[config.mk]
export PLATFORM = sky130hd
export DESIGN_NAME = uart_tx_arbiter
export DESIGN_NICKNAME = d
export VERILOG_FILES = /design/src/rtl/uart_tx_arbiter.sv
export SDC_FILE = /design/constraint.sdc
export NUM_CORES = 1
export LEC_CHECK = 0
export ABC_AREA = 1
export CORE_ASPECT_RATIO = 1.75
export CORE_MARGIN = 2
export CORE_UTILIZATION = 45
export CTS_BUF_LIST = sky130_fd_sc_hd__clkbuf_2
export DETAILED_ROUTE_END_ITERATION = 12
export PLACE_DENSITY = 0.78
export SYNTH_ARGS = -nofsm -noshare
export SYNTH_HDL_FRONTEND = slang
export SYNTH_SLANG_ARGS = --single-unit
[constraint.sdc]
create_clock -name clk -period 2.49 [get_ports clk]
set_clock_uncertainty 0.05 [all_clocks]
set_input_delay 0.498 -clock clk [delete_from_list [all_inputs] [get_ports clk]]
set_output_delay 0.498 -clock clk [all_outputs]
set_load 0.05 [all_outputs]
[src/rtl/uart_tx_arbiter.sv]
// Round-robin arbiter sharing one uart_sender between NUM_REQ byte requesters.
// Define UART_ARB_LOCK_EN to add the lock port that keeps one requester's packet contiguous.
module uart_tx_arbiter #(
  parameter  int unsigned NUM_REQ = 4,
  localparam int unsigned IDX_W   = $clog2(NUM_REQ)
) (
  input  logic                 clk,
  input  logic                 rst,
  input  logic [NUM_REQ-1:0]   req,
  input  logic [NUM_REQ*8-1:0] req_data,
  output logic [NUM_REQ-1:0]   ack,
`ifdef UART_ARB_LOCK_EN
  input  logic [NUM_REQ-1:0]   lock,
`endif
  output logic                 tx_send,
  output logic [7:0]           tx_data,
  input  logic                 tx_busy,
  output logic [IDX_W-1:0]     owner,
  output logic                 active
);

  typedef enum logic [1:0] {IDLE, ISSUE, WAIT_START, WAIT_DONE} state_t;

  state_t           state_q, state_d;
  logic [IDX_W-1:0] last_q;
  logic             rr_valid;
  logic [IDX_W-1:0] rr_idx;
  logic             hold;
  logic             sel_valid;
  logic [IDX_W-1:0] sel_idx;
  logic [NUM_REQ-1:0] sel_onehot;
  int unsigned      cand;
  logic [IDX_W-1:0] cand_idx;
`ifdef UART_ARB_LOCK_EN
  logic             locked_q;
`endif

  // Search starts one past the last served requester and wraps to 0.
  always_comb begin
    rr_valid = 1'b0;
    rr_idx   = '0;
    cand     = 0;
    cand_idx = '0;
    for (int unsigned i = 1; i <= NUM_REQ; i++) begin
      cand = 32'(last_q) + i;
      if (cand >= NUM_REQ) cand = cand - NUM_REQ;
      cand_idx = IDX_W'(cand);
      if (!rr_valid && req[cand_idx]) begin
        rr_valid = 1'b1;
        rr_idx   = cand_idx;
      end
    end
  end

  always_comb begin
`ifdef UART_ARB_LOCK_EN
    hold = locked_q && lock[owner];
`else
    hold = 1'b0;
`endif
    if (hold) begin
      sel_valid = req[owner];
      sel_idx   = owner;
    end else begin
      sel_valid = rr_valid;
      sel_idx   = rr_idx;
    end
    sel_onehot = '0;
    for (int unsigned i = 0; i < NUM_REQ; i++) begin
      sel_onehot[i] = (sel_idx == IDX_W'(i));
    end
  end

  always_comb begin
    state_d = state_q;
    case (state_q)
      IDLE:       if (sel_valid) state_d = ISSUE;
      ISSUE:      state_d = WAIT_START;
      WAIT_START: if (tx_busy) state_d = WAIT_DONE;
      WAIT_DONE:  if (!tx_busy) state_d = IDLE;
      default:    state_d = IDLE;
    endcase
  end

  always_ff @(posedge clk or negedge rst) begin
    if (!rst) state_q <= IDLE;
    else      state_q <= state_d;
  end

  // tx_send/ack are registered at the grant so they are high exactly during ISSUE.
  always_ff @(posedge clk or negedge rst) begin
    if (!rst) begin
      tx_send <= 1'b0;
      ack     <= '0;
      tx_data <= '0;
      owner   <= '0;
      last_q  <= IDX_W'(NUM_REQ - 1);
    end else begin
      tx_send <= 1'b0;
      ack     <= '0;
      if (state_q == IDLE && sel_valid) begin
        tx_send <= 1'b1;
        ack     <= sel_onehot;
        tx_data <= req_data[{sel_idx, 3'b000} +: 8];
        owner   <= sel_idx;
      end
      if (state_q == WAIT_DONE && !tx_busy) last_q <= owner;
    end
  end

`ifdef UART_ARB_LOCK_EN
  always_ff @(posedge clk or negedge rst) begin
    if (!rst) begin
      locked_q <= 1'b0;
    end else if (state_q == ISSUE) begin
      locked_q <= lock[owner];
    end else if (state_q == IDLE && !lock[owner]) begin
      locked_q <= 1'b0;
    end
  end
`endif

  assign active = (state_q != IDLE);

endmodule

# --- After elaboration in Yosys (flattened, before gate mapping) ---
# Cells that the tools add are included.
# W data, S select, Z words.
word_totals:
  ff_bits: 19
  input_bits: 39
  out_inout_bits: 16
  elab_cells: 71
op_classes:
  addsub: 8
  order_cmp: 8
  n_eq_ne: 9
  shifts: 1
  mux: 26
  reduce_logical: 13
ops:
  columns: ["op", "n"]
  rows:
  - ["$shiftx A32 B6 Y8", 1]
  - ["$mux W2", 11]
  - ["$lt A2 B3 Y1 const B", 4]
  - ["$ge A3 B3 Y1 const B", 3]
  - ["$mux W1", 9]
  - ["$bmux W1 S2", 4]
  - ["$eq A2 B2 Y1 const B", 4]
  - ["$pmux W2 S4", 1]
  - ["$sub A2 B1 Y2 const B", 4]
  - ["$add A2 B2 Y3 const B", 2]
  - ["$ne A2 B2 Y1 const B", 3]
  - ["$logic_and A1 B1 Y1", 5]
  - ["$add A2 B3 Y4 const B", 1]
  - ["$eq A2 B1 Y1 const B", 2]
  - ["$ge A4 B3 Y1 const B", 1]
  - ["$logic_not A1 Y1", 4]
  - ["$logic_not A2 Y1", 2]
  - ["$mux W4", 1]
  - ["$add A2 B1 Y3 const B", 1]
  - ["$reduce_and A3 Y1", 1]
  - ["$reduce_bool A2 Y1", 1]

# --- Longest topological paths before layout ---
logic_depth:
  depth_word: 17
  depth_mapped: 16
  depth_no_buf: 14

# --- Worst setup path after synthesis ---
# No wires, ideal clock.
synth_timing:
  path_kind: "register -> register"
  start: "reg last_q[0]"
  end: "reg tx_data[6]"
  arrival_ns: 1.711
  slack_ns: 0.611
  stages_incl_launch_ff: 16
  n_path_buf: 2
  period_less_slack_ns: 1.879
  cell_sequence: "dfstp_2 -> buf_6 -> inv_6 -> nand2_1 -> nand2_1 -> nand2_2 -> nand2_4 -> nor2_8 -> nand3_4 -> nand2_4 -> nand2_8 -> buf_12 -> nand2_2 -> nand3_2 -> nand3_1 -> nand2_1"
synth_between:
  elab_chain_cells: 16
synth_lines:
  columns: ["element", "line_no", "source"]
  rows:
  - ["from (decl)", "25", "logic [IDX_W-1:0] last_q;"]
  - ["from (signal assigned)", "97", "last_q <= IDX_W'(NUM_REQ - 1);"]
  - ["from (signal assigned)", "107", "if (state_q == WAIT_DONE && !tx_busy) last_q <= owner;"]
  - ["$add A2 B1 Y3", "45", "cand = 32'(last_q) + i;"]
  - ["$ge A3 B3 Y1 / $sub A2 B1 Y2 (equally long branches)", "46", "if (cand >= NUM_REQ) cand = cand - NUM_REQ;"]
  - ["$mux W2", "46", null]
  - ["$bmux W1 S2", "48", "if (!rr_valid && req[cand_idx]) begin"]
  - ["$mux W1 (not written as such)", "48", null]
  - ["$mux W1", "48", null]
  - ["$logic_not A1 Y1", "48", null]
  - ["$logic_and A1 B1 Y1", "48", null]
  - ["$mux W1", "48", null]
  - ["$logic_not A1 Y1", "48", null]
  - ["$logic_and A1 B1 Y1", "48", null]
  - ["$mux W1", "48", null]
  - ["$logic_not A1 Y1", "48", null]
  - ["$logic_and A1 B1 Y1", "48", null]
  - ["$mux W2 / $mux W1 (equally long branches)", "48", null]
  - ["$shiftx A32 B6 Y8 / $logic_and A1 B1 Y1 (equally long branches)", "104, 101", null]
  - ["to (signal assigned)", "104", "tx_data <= req_data[{sel_idx, 3'b000} +: 8];"]
  - ["to (decl)", "16", "output logic [7:0] tx_data,"]
# Parallel ways exist; a longest one is shown, timed or not. The select of a mux whose other input is x is not followed.
# A chain may end at the register's enable or synchronous reset.

# --- Worst setup path in the final report ---
layout_timing:
  start: "reg last_q[0]"
  end: "reg tx_data[1]"
# Same word-level chain as after synthesis.

==> key figures <==
Outcome
  – Status: finished clean

Synthesis
  – Area leader, netlist: dfrtp_1
  – Sequential area share after synthesis: 33.6%
  – Cell Area, Synth: 0.00142 mm²
  – Gate Count Post-Synth: 186
  – Avg Inst Size Synth: 7.65 µm²
  – Top cell type's share of synthesized area: about 30%
  – Synth top area cells: dfrtp_1 30%, nand3_1 15%, nand2_1 13%
  – Post-Syn Nets: 229
  – Post-synthesis register bit count: 19
  – Yosys cell types: 29
  – Warnings, synthesis: 0

Placement
  – Placed cell area: 0.00198 mm²
  – Routability cong.: 0.887
  – DPL Wire Length: 2760 µm
  – Cells after DPL: 280
  – PortBufs: 54

Clocking
  – Clock insertion delay at the later pin of the skew report: between 0.3 and 0.4 ns
  – CTS Buffer Depth: 2
  – Count of hold-fix buffers inserted at cts: 0
  – # Post-CTS Setup Buffers: 0
  – CTS resizes: 0
  – Worst-path clk slew: 0.19 ns
  – Clock Sinks: 19
  – Htree depth: 1
  – CTS buffer count: 3
  – CTS tree: done
  – Root buf cell: clkbuf_2

Flow run
  – Max cap viols: 0

STA
  – Slew @ Worst Pin: 0.512 ns
  – Relative slew slack: 65.7%
  – RSZ-0062 raised after global routing: no
  – Min Tclk post-route: 2.14 ns
  – Final setup fails: 0
  – Final hold viol count: 0
  – Pins Over Slew Limit: 0
  – Max Freq: 467 MHz
  – Setup TNS: 0 ns
  – Fin crit share: 86.0%

Critical path
  – FF-to-FF Start: last_q[0]
  – Setup crit start kind: flip-flop
  – CP Max Fanout: 18
  – Req. time, crit path: 2.67 ns
  – R2R depth: 11
  – CP startpoint: last_q[0]
  – WS Path Type: flip-flop to flip-flop
  – Data arrival, critical path: 2.32 ns
  – Crit end category: flip-flop
  – R2R Path End: tx_data[1]
  – Reg2reg setup slack: 0.35 ns
  – Crit path to: tx_data[1]

Floorplan
  – Chip height: 78.4 µm
  – Die area: ~0.0036 mm²
  – Ports: 55
  – Core Region: a little over 0.003 mm²
  – Initial core utilization: approximately 46%
  – Die span in x: 46.5 µm
  – Site row count: 27

Drt
  – Final wirelength: 3390 µm
  – Vias/cell: 4.99
  – Total number of vias: between 1,000 and 1,500
  – First DRT Iteration DRCs: 39
  – WL per Instance: about 12 µm
  – Antenna Nets Post-Route: 0
  – Drc violations: 0
  – DRT Pass-1 Iters: 4

Global routing
  – Global route overflow: 0
  – Largest net degree at the start of global routing: 20
  – Vias in the first global route: 1,378
  – First-pass GRT wire length: 5780 µm
  – Total GRT Usage: 21.3%
  – Initial antenna violation count: 0

Power and ir drop
  – Total chip power: 3180 µW
  – Worst IR drop on VDD: 1020 µV
  – Leakage Power: 0.000972 µW
  – Clock power share: 4.2%
  – Reg power frac: between 15 and 20%
  – PwrDens: 1590 mW/mm²
  – Net Sw Frac: 57.2%
  – Net Sw Power: 1820 µW
  – Combinational share of power: around 78%
  – Internal: 1360 µW

Min path
  – Hold Path Class: primary input to asynchronous set/reset pin

Cells and area
  – Layout area overhead: 41.1%
  – Layout Nets: 285
  – Layout cells sized above 1: 19.1%
  – Final non-filler cell total: 284
  – Post-route cell area: 0.00201 mm²
  – Antenna Cells: 0
## cells in the mapped netlist
library cell  count
buf_12            1
mux2i_1           1
dfstp_2           2
a21oi_1           3
nand4_1           1
buf_2             1
nand3_1          43
nor2_4            1
nand2_4           6
ha_1              4
nand3_2           3
nor2_2            1
a31oi_1           1
o21ai_0           4
nand2_1          48
buf_6             1
inv_1            11
inv_2             3
nand3_4           1
o21ai_1           1
buf_4             3
nor3_1            1
inv_6             1
nand2_2          18
clkbuf_1          1
dfrtp_1          17
nand2_8           1
nor2_8            1
nor2_1            6
## through the flow
stage | setup slack, ns | hold WS [ns] | utilization [%]
after floorplan | 0.611 | 0.152 | -
after global placement | 0.126 | 0.413 | 64.6
after detailed placement | 0.114 | 0.419 | 64.6
after CTS | 0.0244 | 0.444 | 65.2
after global routing | 0.163 | 0.459 | 65.3
final | 0.348 | 0.447 | 65.3
## registers in the layout (all words and copies together), names as in the netlist
name and flops:
tx_send 1, ack 4, tx_data 8, state_q 2
last_q 2, owner 2
## layout make-up
| class | count | area [µm²] |
|---|---|---|
| Tap cell | 43 | 53.8 |
| Fill cell | 274 | 1070 |
| Clock inverter | 1 | 5.00 |
| Timing Repair Buffer | 58 | 573 |
| Multi-Input combinational cell | 145 | 821 |
| Inverter | 15 | 61.3 |
| Sequential cell | 19 | 478 |
| Clock buffer | 3 | 15.0 |
## cell usage in the layout, fill, tap and decap left out, types with 2 or more instances in the layout
cell / netlist / final
nand2_4: 6 / 6
buf_4: 3 / 4
nand2_2: 18 / 18
inv_2: 3 / 3
nand2_1: 48 / 48
nor2_1: 6 / 6
dfrtp_1: 17 / 17
o21ai_0: 4 / 4
nand3_1: 43 / 43
clkdlybuf4s50_1: 0 / 53
ha_1: 4 / 4
inv_1: 11 / 11
a21oi_1: 3 / 3
clkbuf_2: 0 / 3
nand3_2: 3 / 3
dfstp_2: 2 / 2
## power groups by stage
stage	registers, µW	clock network [µW]	logic [µW]
2_1_floorplan	914	0	1670
3_3_place_gp	573	0	2460
3_5_place_dp	579	0	2500
4_1_cts	571	138	2510
5_1_grt	587	149	2740
6_report	568	134	2480
## routing by layer
metal  vias up  part of all wire (%)  routed length, µm  global-route usage (%)
met1       655                    38               1290                    23.6
met3         7                   2.9                100                    1.38
met5         -                     0                  0                       0
li1        714                     -                  -                       -
met4         0                   1.9                 63                    6.86
met2        42                    57               1940                    39.7
## kinds of logic after synthesis
| kind of cell | share of synthesized area, % |
|---|---|
| AO/OA/AOI/OAI | 3.25 |
| adder cells (fa/ha/maj) | 3.52 |
| flip-flops | 33.6 |
| AND/OR/NAND/NOR | 50.2 |
| multiplexers | 0.704 |
| buffers and inverters | 8.71 |
## worst min-delay path by stage
stage / from / end / cells past startpoint
floorplan: rst / ack[0] / 0
global placement: tx_data[0] / tx_data[0] / 2
CTS: rst / tx_send / 2
detailed placement: tx_data[6] / tx_data[6] / 2
global route: rst / tx_data[4] / 2
finish: rst / ack[1] / 2
## worst max-delay path, cell delays in order (launching register included)
cell	delay, ns
dfstp_2	0.70
inv_6	0.09
nand2_2	0.08
nand2_2	0.06
o21ai_1	0.27
nand3_4	0.13
nand2_4	0.22
nand2_8	0.15
nand2_1	0.10
nand3_1	0.07
nand3_1	0.09
nand2_1	0.05
(Power assumes the default switching activity.)
